`config.mk`:
```
export PLATFORM = sky130hd
export DESIGN_NAME = mem_wb_pipe
export DESIGN_NICKNAME = d
export VERILOG_FILES = /design/src/rtl/mem_wb_pipe.sv
export SDC_FILE = /design/constraint.sdc
export NUM_CORES = 1
export LEC_CHECK = 0
export BUFFER_PORTS_ARGS = -buffer_cell sky130_fd_sc_hd__buf_4
export CORE_MARGIN = 4
export CORE_UTILIZATION = 26
export CTS_CLUSTER_DIAMETER = 80
export CTS_CLUSTER_SIZE = 14
export DETAILED_ROUTE_END_ITERATION = 8
export PLACE_DENSITY = 0.57
export SYNTH_ARGS = -nofsm -noshare
export SYNTH_HDL_FRONTEND = slang
export SYNTH_SLANG_ARGS = --single-unit
```
`constraint.sdc`:
```
create_clock -name clk -period 2.2 [get_ports clk]
set_input_delay 0.22 -clock clk [delete_from_list [all_inputs] [get_ports clk]]
set_output_delay 0.22 -clock clk [all_outputs]
set_load 0.01 [all_outputs]
```
`src/rtl/mem_wb_pipe.sv`:
```
// mem_wb_pipe: MEM->WB pipeline register for the multi-issue core.
// Holds a head and a skid bundle behind a registered mem_ready_o, so WB
// back-pressure never reaches MEM combinationally. The block also handles
// flush and keeps only the youngest writer of a register within a bundle.
// It drives the per-lane debug-commit port used by the difftest harness.
// Optional feature macro: DEBUG_COMMIT_EN. When it is defined, debug_commit_*
// are live and the 64-bit retire_count_o counter exists. When it is not
// defined, debug_commit_* are tied to 0 and retire_count_o is absent.

module mem_wb_pipe #(
    parameter int ISSUE_WIDTH = 2,
    parameter int REG_ADDR_W  = 5,
    parameter int DATA_W      = 32,
    parameter int PC_W        = 32
) (
    input  logic                              clk,
    input  logic                              rst,
    input  logic                              flush_i,
    input  logic                              mem_valid_i,
    output logic                              mem_ready_o,
    input  logic [ISSUE_WIDTH-1:0]            mem_lane_valid_i,
    input  logic [ISSUE_WIDTH-1:0]            mem_wreg_i,
    input  logic [ISSUE_WIDTH*REG_ADDR_W-1:0] mem_wd_i,
    input  logic [ISSUE_WIDTH*DATA_W-1:0]     mem_wdata_i,
    input  logic [ISSUE_WIDTH*PC_W-1:0]       mem_pc_i,
    input  logic [ISSUE_WIDTH*PC_W-1:0]       mem_instr_i,
    input  logic                              wb_ready_i,
    output logic                              wb_valid_o,
    output logic [ISSUE_WIDTH-1:0]            wb_wreg_o,
    output logic [ISSUE_WIDTH*REG_ADDR_W-1:0] wb_wd_o,
    output logic [ISSUE_WIDTH*DATA_W-1:0]     wb_wdata_o,
    output logic [ISSUE_WIDTH-1:0]            debug_commit_valid_o,
    output logic [ISSUE_WIDTH*PC_W-1:0]       debug_commit_pc_o,
    output logic [ISSUE_WIDTH*PC_W-1:0]       debug_commit_instr_o
`ifdef DEBUG_COMMIT_EN
    ,
    output logic [63:0]                       retire_count_o
`endif
);

    localparam int W  = ISSUE_WIDTH;
    localparam int RA = REG_ADDR_W;
    localparam int DW = DATA_W;
    localparam int PW = PC_W;

    typedef enum logic [1:0] {
        EMPTY = 2'd0,
        ONE   = 2'd1,
        FULL  = 2'd2
    } occ_e;

    // One held bundle; kill marks lanes overwritten by a younger lane.
    typedef struct packed {
        logic [W-1:0]    lane_valid;
        logic [W-1:0]    wreg;
        logic [W-1:0]    kill;
        logic [W*RA-1:0] wd;
        logic [W*DW-1:0] wdata;
        logic [W*PW-1:0] pc;
        logic [W*PW-1:0] instr;
    } entry_t;

    occ_e         state_q, state_d;
    entry_t       head_q, head_d;
    entry_t       skid_q, skid_d;
    logic         head_vld_q, head_vld_d;
    logic         skid_vld_q, skid_vld_d;
    logic         mem_ready_q, mem_ready_d;
    logic [W-1:0] kill_in;
    entry_t       in_entry;
    logic         accept;
    logic         pop;
    logic         pop_eff;

    assign accept  = mem_valid_i & mem_ready_q;
    assign pop     = head_vld_q & wb_ready_i;
    assign pop_eff = pop & ~flush_i;

    // A lane is killed when a younger valid lane writes the same register.
    always_comb begin
        kill_in = '0;
        for (int i = 0; i < W; i++) begin
            for (int j = i + 1; j < W; j++) begin
                if (mem_lane_valid_i[j] && mem_wreg_i[j] &&
                    (mem_wd_i[j*RA +: RA] == mem_wd_i[i*RA +: RA])) begin
                    kill_in[i] = 1'b1;
                end
            end
        end
    end

    // Package the incoming bundle together with its kill mask.
    always_comb begin
        in_entry            = '0;
        in_entry.lane_valid = mem_lane_valid_i;
        in_entry.wreg       = mem_wreg_i;
        in_entry.kill       = kill_in;
        in_entry.wd         = mem_wd_i;
        in_entry.wdata      = mem_wdata_i;
        in_entry.pc         = mem_pc_i;
        in_entry.instr      = mem_instr_i;
    end

    // Occupancy next-state: flush wins over accept and pop.
    always_comb begin
        state_d    = state_q;
        head_d     = head_q;
        skid_d     = skid_q;
        head_vld_d = head_vld_q;
        skid_vld_d = skid_vld_q;
        if (flush_i) begin
            state_d    = EMPTY;
            head_vld_d = 1'b0;
            skid_vld_d = 1'b0;
        end else begin
            case (state_q)
                EMPTY: begin
                    if (accept) begin
                        state_d    = ONE;
                        head_d     = in_entry;
                        head_vld_d = 1'b1;
                    end
                end
                ONE: begin
                    if (accept && pop) begin
                        head_d = in_entry;
                    end else if (accept) begin
                        state_d    = FULL;
                        skid_d     = in_entry;
                        skid_vld_d = 1'b1;
                    end else if (pop) begin
                        state_d    = EMPTY;
                        head_vld_d = 1'b0;
                    end
                end
                FULL: begin
                    if (pop) begin
                        state_d    = ONE;
                        head_d     = skid_q;
                        head_vld_d = skid_vld_q;
                        skid_vld_d = 1'b0;
                    end
                end
                default: begin
                    state_d    = EMPTY;
                    head_vld_d = 1'b0;
                    skid_vld_d = 1'b0;
                end
            endcase
        end
        mem_ready_d = (state_d != FULL);
    end

    // Occupancy, entry storage and the registered ready.
    always_ff @(posedge clk) begin
        if (rst) begin
            state_q     <= EMPTY;
            head_q      <= '0;
            skid_q      <= '0;
            head_vld_q  <= 1'b0;
            skid_vld_q  <= 1'b0;
            mem_ready_q <= 1'b1;
        end else begin
            state_q     <= state_d;
            head_q      <= head_d;
            skid_q      <= skid_d;
            head_vld_q  <= head_vld_d;
            skid_vld_q  <= skid_vld_d;
            mem_ready_q <= mem_ready_d;
        end
    end

    assign mem_ready_o = mem_ready_q;
    assign wb_valid_o  = head_vld_q;
    assign wb_wd_o     = head_q.wd;
    assign wb_wdata_o  = head_q.wdata;
    assign wb_wreg_o   = {W{head_vld_q & wb_ready_i & ~flush_i}} &
                         head_q.lane_valid & head_q.wreg & ~head_q.kill;

`ifdef DEBUG_COMMIT_EN
    logic [W-1:0]    dbg_valid_q;
    logic [W*PW-1:0] dbg_pc_q;
    logic [W*PW-1:0] dbg_instr_q;
    logic [63:0]     retire_q;
    logic [63:0]     retire_inc;

    // Number of lanes retiring this cycle; killed lanes still count.
    always_comb begin
        retire_inc = '0;
        for (int i = 0; i < W; i++) begin
            retire_inc = retire_inc + {63'd0, dbg_valid_q[i]};
        end
    end

    // Debug commit lags the pop by one cycle; pc/instr hold between pops.
    always_ff @(posedge clk) begin
        if (rst) begin
            dbg_valid_q <= '0;
            dbg_pc_q    <= '0;
            dbg_instr_q <= '0;
            retire_q    <= '0;
        end else begin
            dbg_valid_q <= pop_eff ? head_q.lane_valid : '0;
            if (pop_eff) begin
                dbg_pc_q    <= head_q.pc;
                dbg_instr_q <= head_q.instr;
            end
            retire_q <= retire_q + retire_inc;
        end
    end

    assign debug_commit_valid_o = dbg_valid_q;
    assign debug_commit_pc_o    = dbg_pc_q;
    assign debug_commit_instr_o = dbg_instr_q;
    assign retire_count_o       = retire_q;
`else
    logic unused_dbg;

    assign unused_dbg           = ^{head_q.pc, head_q.instr, pop_eff};
    assign debug_commit_valid_o = '0;
    assign debug_commit_pc_o    = '0;
    assign debug_commit_instr_o = '0;
`endif

endmodule

```
==> impl_metrics.yaml <==
logic_synthesis:
  ys_types: 37
  ys_top_cells_by_area: "dfxtp_1 (40%), buf_4 (20%), mux2i_1 (9.9%), nand2_1 (7.5%), a211oi_1 (7.3%)"
  synth_seq_area_share_pct: 40.4
  synth_area_per_cell_um2: 8.54
  yosysWarnings: 0
  synth_top_area_cell: "dfxtp_1"
  syn_area_um2: 8070
  ys_ff_latch: 163
  yosys.area.top_type_share_pct: 40.4
  synth_cells: 945
global_routing:
  grt_usage_pct: 10.6
  grt_start_max_net_pins: 81
  grt_pass1_vias: 5234
  grt_overflow_total: 0
  grt_antenna_before_repair: 0
  grt_pass1_wl_um: 28600
clocking:
  cts_max_level: 4
  cts_setup_buffers: 0
  insertion_delay_ns: 0.42
  hold_buffers: 0
  cts.sinks: 163
  path_clk_slew_ns: 0.07
  clock_path_buffers: 2
  cts_tree: "yes"
  cts_inserted_buffers: 17
  ctsResizeCount: 0
  ctsRootBufferMaster: "clkbuf_16"
sta:
  drv_slew: 0
  finalSetupTns_ns: 0
  max_slew_margin_pct: 59.0
  finalCritPeriodShare_pct: 83.9
  worstMarginPinSlew_ns: 0.615
  max_freq_ghz: 0.542
  min_period_ns: 1.85
  hold_viol: 0
  fin_skew_ns: 0.00751
  setup_viol: 0
  rsz0062_at_grt: "no"
worst_setup_path:
  required_ns: 2.48
  critPathKind: "reg2reg"
  worst-path-stages: 5
  cp.buffers_inverters: 1
  worstRegToRegCells: 5
  cpPeakStageDelay_ns: 0.45
  path_cells: "nand3b_1 > or3b_4 > buf_4 > nand2_1 > a21oi_1"
  worst_path_max_delay_cell: "or3b_4"
  rrSetupSlack_ns: 0.35
  endpoint: "skid_q[142]"
  worstReg2RegEnd: "skid_q[142]"
  critical-path-top-delay-family: "simple AND/OR/NAND/NOR gates"
  worst_setup_path_end_kind: "flop"
  crit_fanout: 46
  crit_start: "state_q[1]"
  r2r-start: "state_q[1]"
  crit_arrival_ns: 2.13
  critPathLaunchType: "flop"
outcome:
  status: "finished clean"
routing:
  post_drt_wl_per_cell_um: 13.4
  final_antenna_net_count: 0
  vias: 5753
  finalWirelength_um: 18800
  firstDrtPassIters: 5
  drt-initial-drc-count: 281
  viasPerCell: 4.09
  drc: 0
die:
  ioPinCount: 419
  start_util_pct: 26.4
  dieArea_um2: 33900
  design.core.area_um2: 30600
  fp.dieW_um: 184
  num_rows: 64
  dieHeight_um: 184
power_and_ir_drop:
  p_leak_uw: 0.00416
  finalPower_uw: 7300
  p_per_area_nw_per_um2: 791
  ir_worst_vdd_uv: 476
run:
  maxCapViolCount: 0
placed_design:
  gp_congestion: 0.729
  place_hpwl_um: 12500
  io_buffers: 160
final_layout:
  final_core_util_pct: 30.2
  multi_input_area_um2: 3470
  final_layout_size_suffix_gt1_share_pct: 20.2
  fill_cells: 3228
  fin_nets: 1207
  areaGrowthSynthToFinish_pct: 14.4
  seqCellArea_um2: 3260
  antennaDiodeCount: 0
min_path:
  hold_class: "in2reg"
-- worst min path at each step --
stage                    startpoint     endpoint  depth (start not counted)
floorplan            mem_wdata_i[0]  skid_q[128]                          2
global placement        skid_q[135]  skid_q[135]                          2
detailed placement      skid_q[177]  skid_q[177]                          2
CTS                 mem_wdata_i[55]  skid_q[183]                          3
global route        mem_wdata_i[12]  skid_q[140]                          3
finish              mem_wdata_i[57]  skid_q[185]                          3
-- kinds of logic (layout without fill, tap and decap cells) --
kind of cell / after synthesis / in the layout / synth area share [%]
buffers and inverters: 267 / 202 / 22.8
and+or+nand+nor: 262 / 262 / 13.0
AOI/OAI and AO/OA: 167 / 167 / 13.2
DFF: 163 / 163 / 40.4
muxes: 80 / 80 / 9.93
xor gates and xnor gates: 5 / 5 / 0.543
other: 1 / 130 / 0.0465
-- routing by layer --
metal  global-route usage (%)  part of all wire, %
met1                     13.5                   44
met2                     16.9                   46
met3                     3.14                  7.3
met4                     4.44                  2.2
met5                        0                    0
-- layout make-up --
cell class | instances | share of cell area (%)
Inverter | 1 | 0.0407
Clock buffer | 20 | 4.73
Timing Repair Buffer | 169 | 14.7
Sequential cell | 163 | 35.4
Clock inverter | 12 | 2.22
Tap cell | 396 | 5.37
Multi-Input combinational cell | 644 | 37.6
-- where the power goes --
group	total [uW]	switching, uW	internal, uW
logic	868	496	372
registers	3150	68.9	3080
clock network	3280	1260	2020
-- stage by stage --
step | cell area, um2 | worst slack, ns | hold WS [ns] | std cells
6_report | 9230 | 0.355 | 0.0436 | 1405
5_1_grt | 9230 | 0.199 | 0.0274 | 1405
4_1_cts | 9230 | 0.337 | 0.0190 | 1405
3_5_place_dp | 8590 | 0.339 | 0.446 | 1373
3_3_place_gp | 8590 | 0.368 | 0.441 | 1373
2_1_floorplan | 8550 | 0.591 | 0.356 | 1074
-- cell usage after synthesis (all sizes together) --
master	instances
nand4	1
nor3b	2
a211oi	78
nor2b	1
or2	2
or3	1
conb	1
a21boi	2
inv	1
xnor2	4
clkbuf	29
o21ai	3
o22ai	2
nand2b	1
or4	1
or3b	1
o32ai	1
nand4bb	1
o2bb2ai	1
dfxtp	163
nor4	1
nor2	82
nor3	4
a21oi	79
nand2	162
buf	237
and2	1
mux2i	80
a22oi	1
nand3b	1
xor2	1
-- sequential cells by signal, indices dropped and copies added (netlist names) --
signal and count:
wb_valid_o 1, skid_vld_q 1, wb_wd_o 10, mem_ready_o 1, head_q 5, skid_q 79, wb_wdata_o 64, state_q 2
-- cell usage in the layout, fill, tap and decap left out, types with 2 or more instances in the layout --
cell type	count
dfxtp_1	163
nand2_1	162
buf_4	162
conb_1	130
nor2_1	82
mux2i_1	80
a21oi_1	79
a211oi_1	78
clkbuf_16	17
buf_12	7
bufinv_16	5
nor3_1	4
xnor2_1	4
clkinv_4	3
clkbuf_1	3
o22ai_1	2
o21ai_0	2
clkinvlp_4	2
-- worst min-delay path: cells and delay by family --
family,cells,cell delay (ns)
buffers and inverters,1,0.11
AO/OA/AOI/OAI,1,0.05
AND/OR/NAND/NOR,1,0.04
Note: power is estimated with default switching activity, not from simulation.
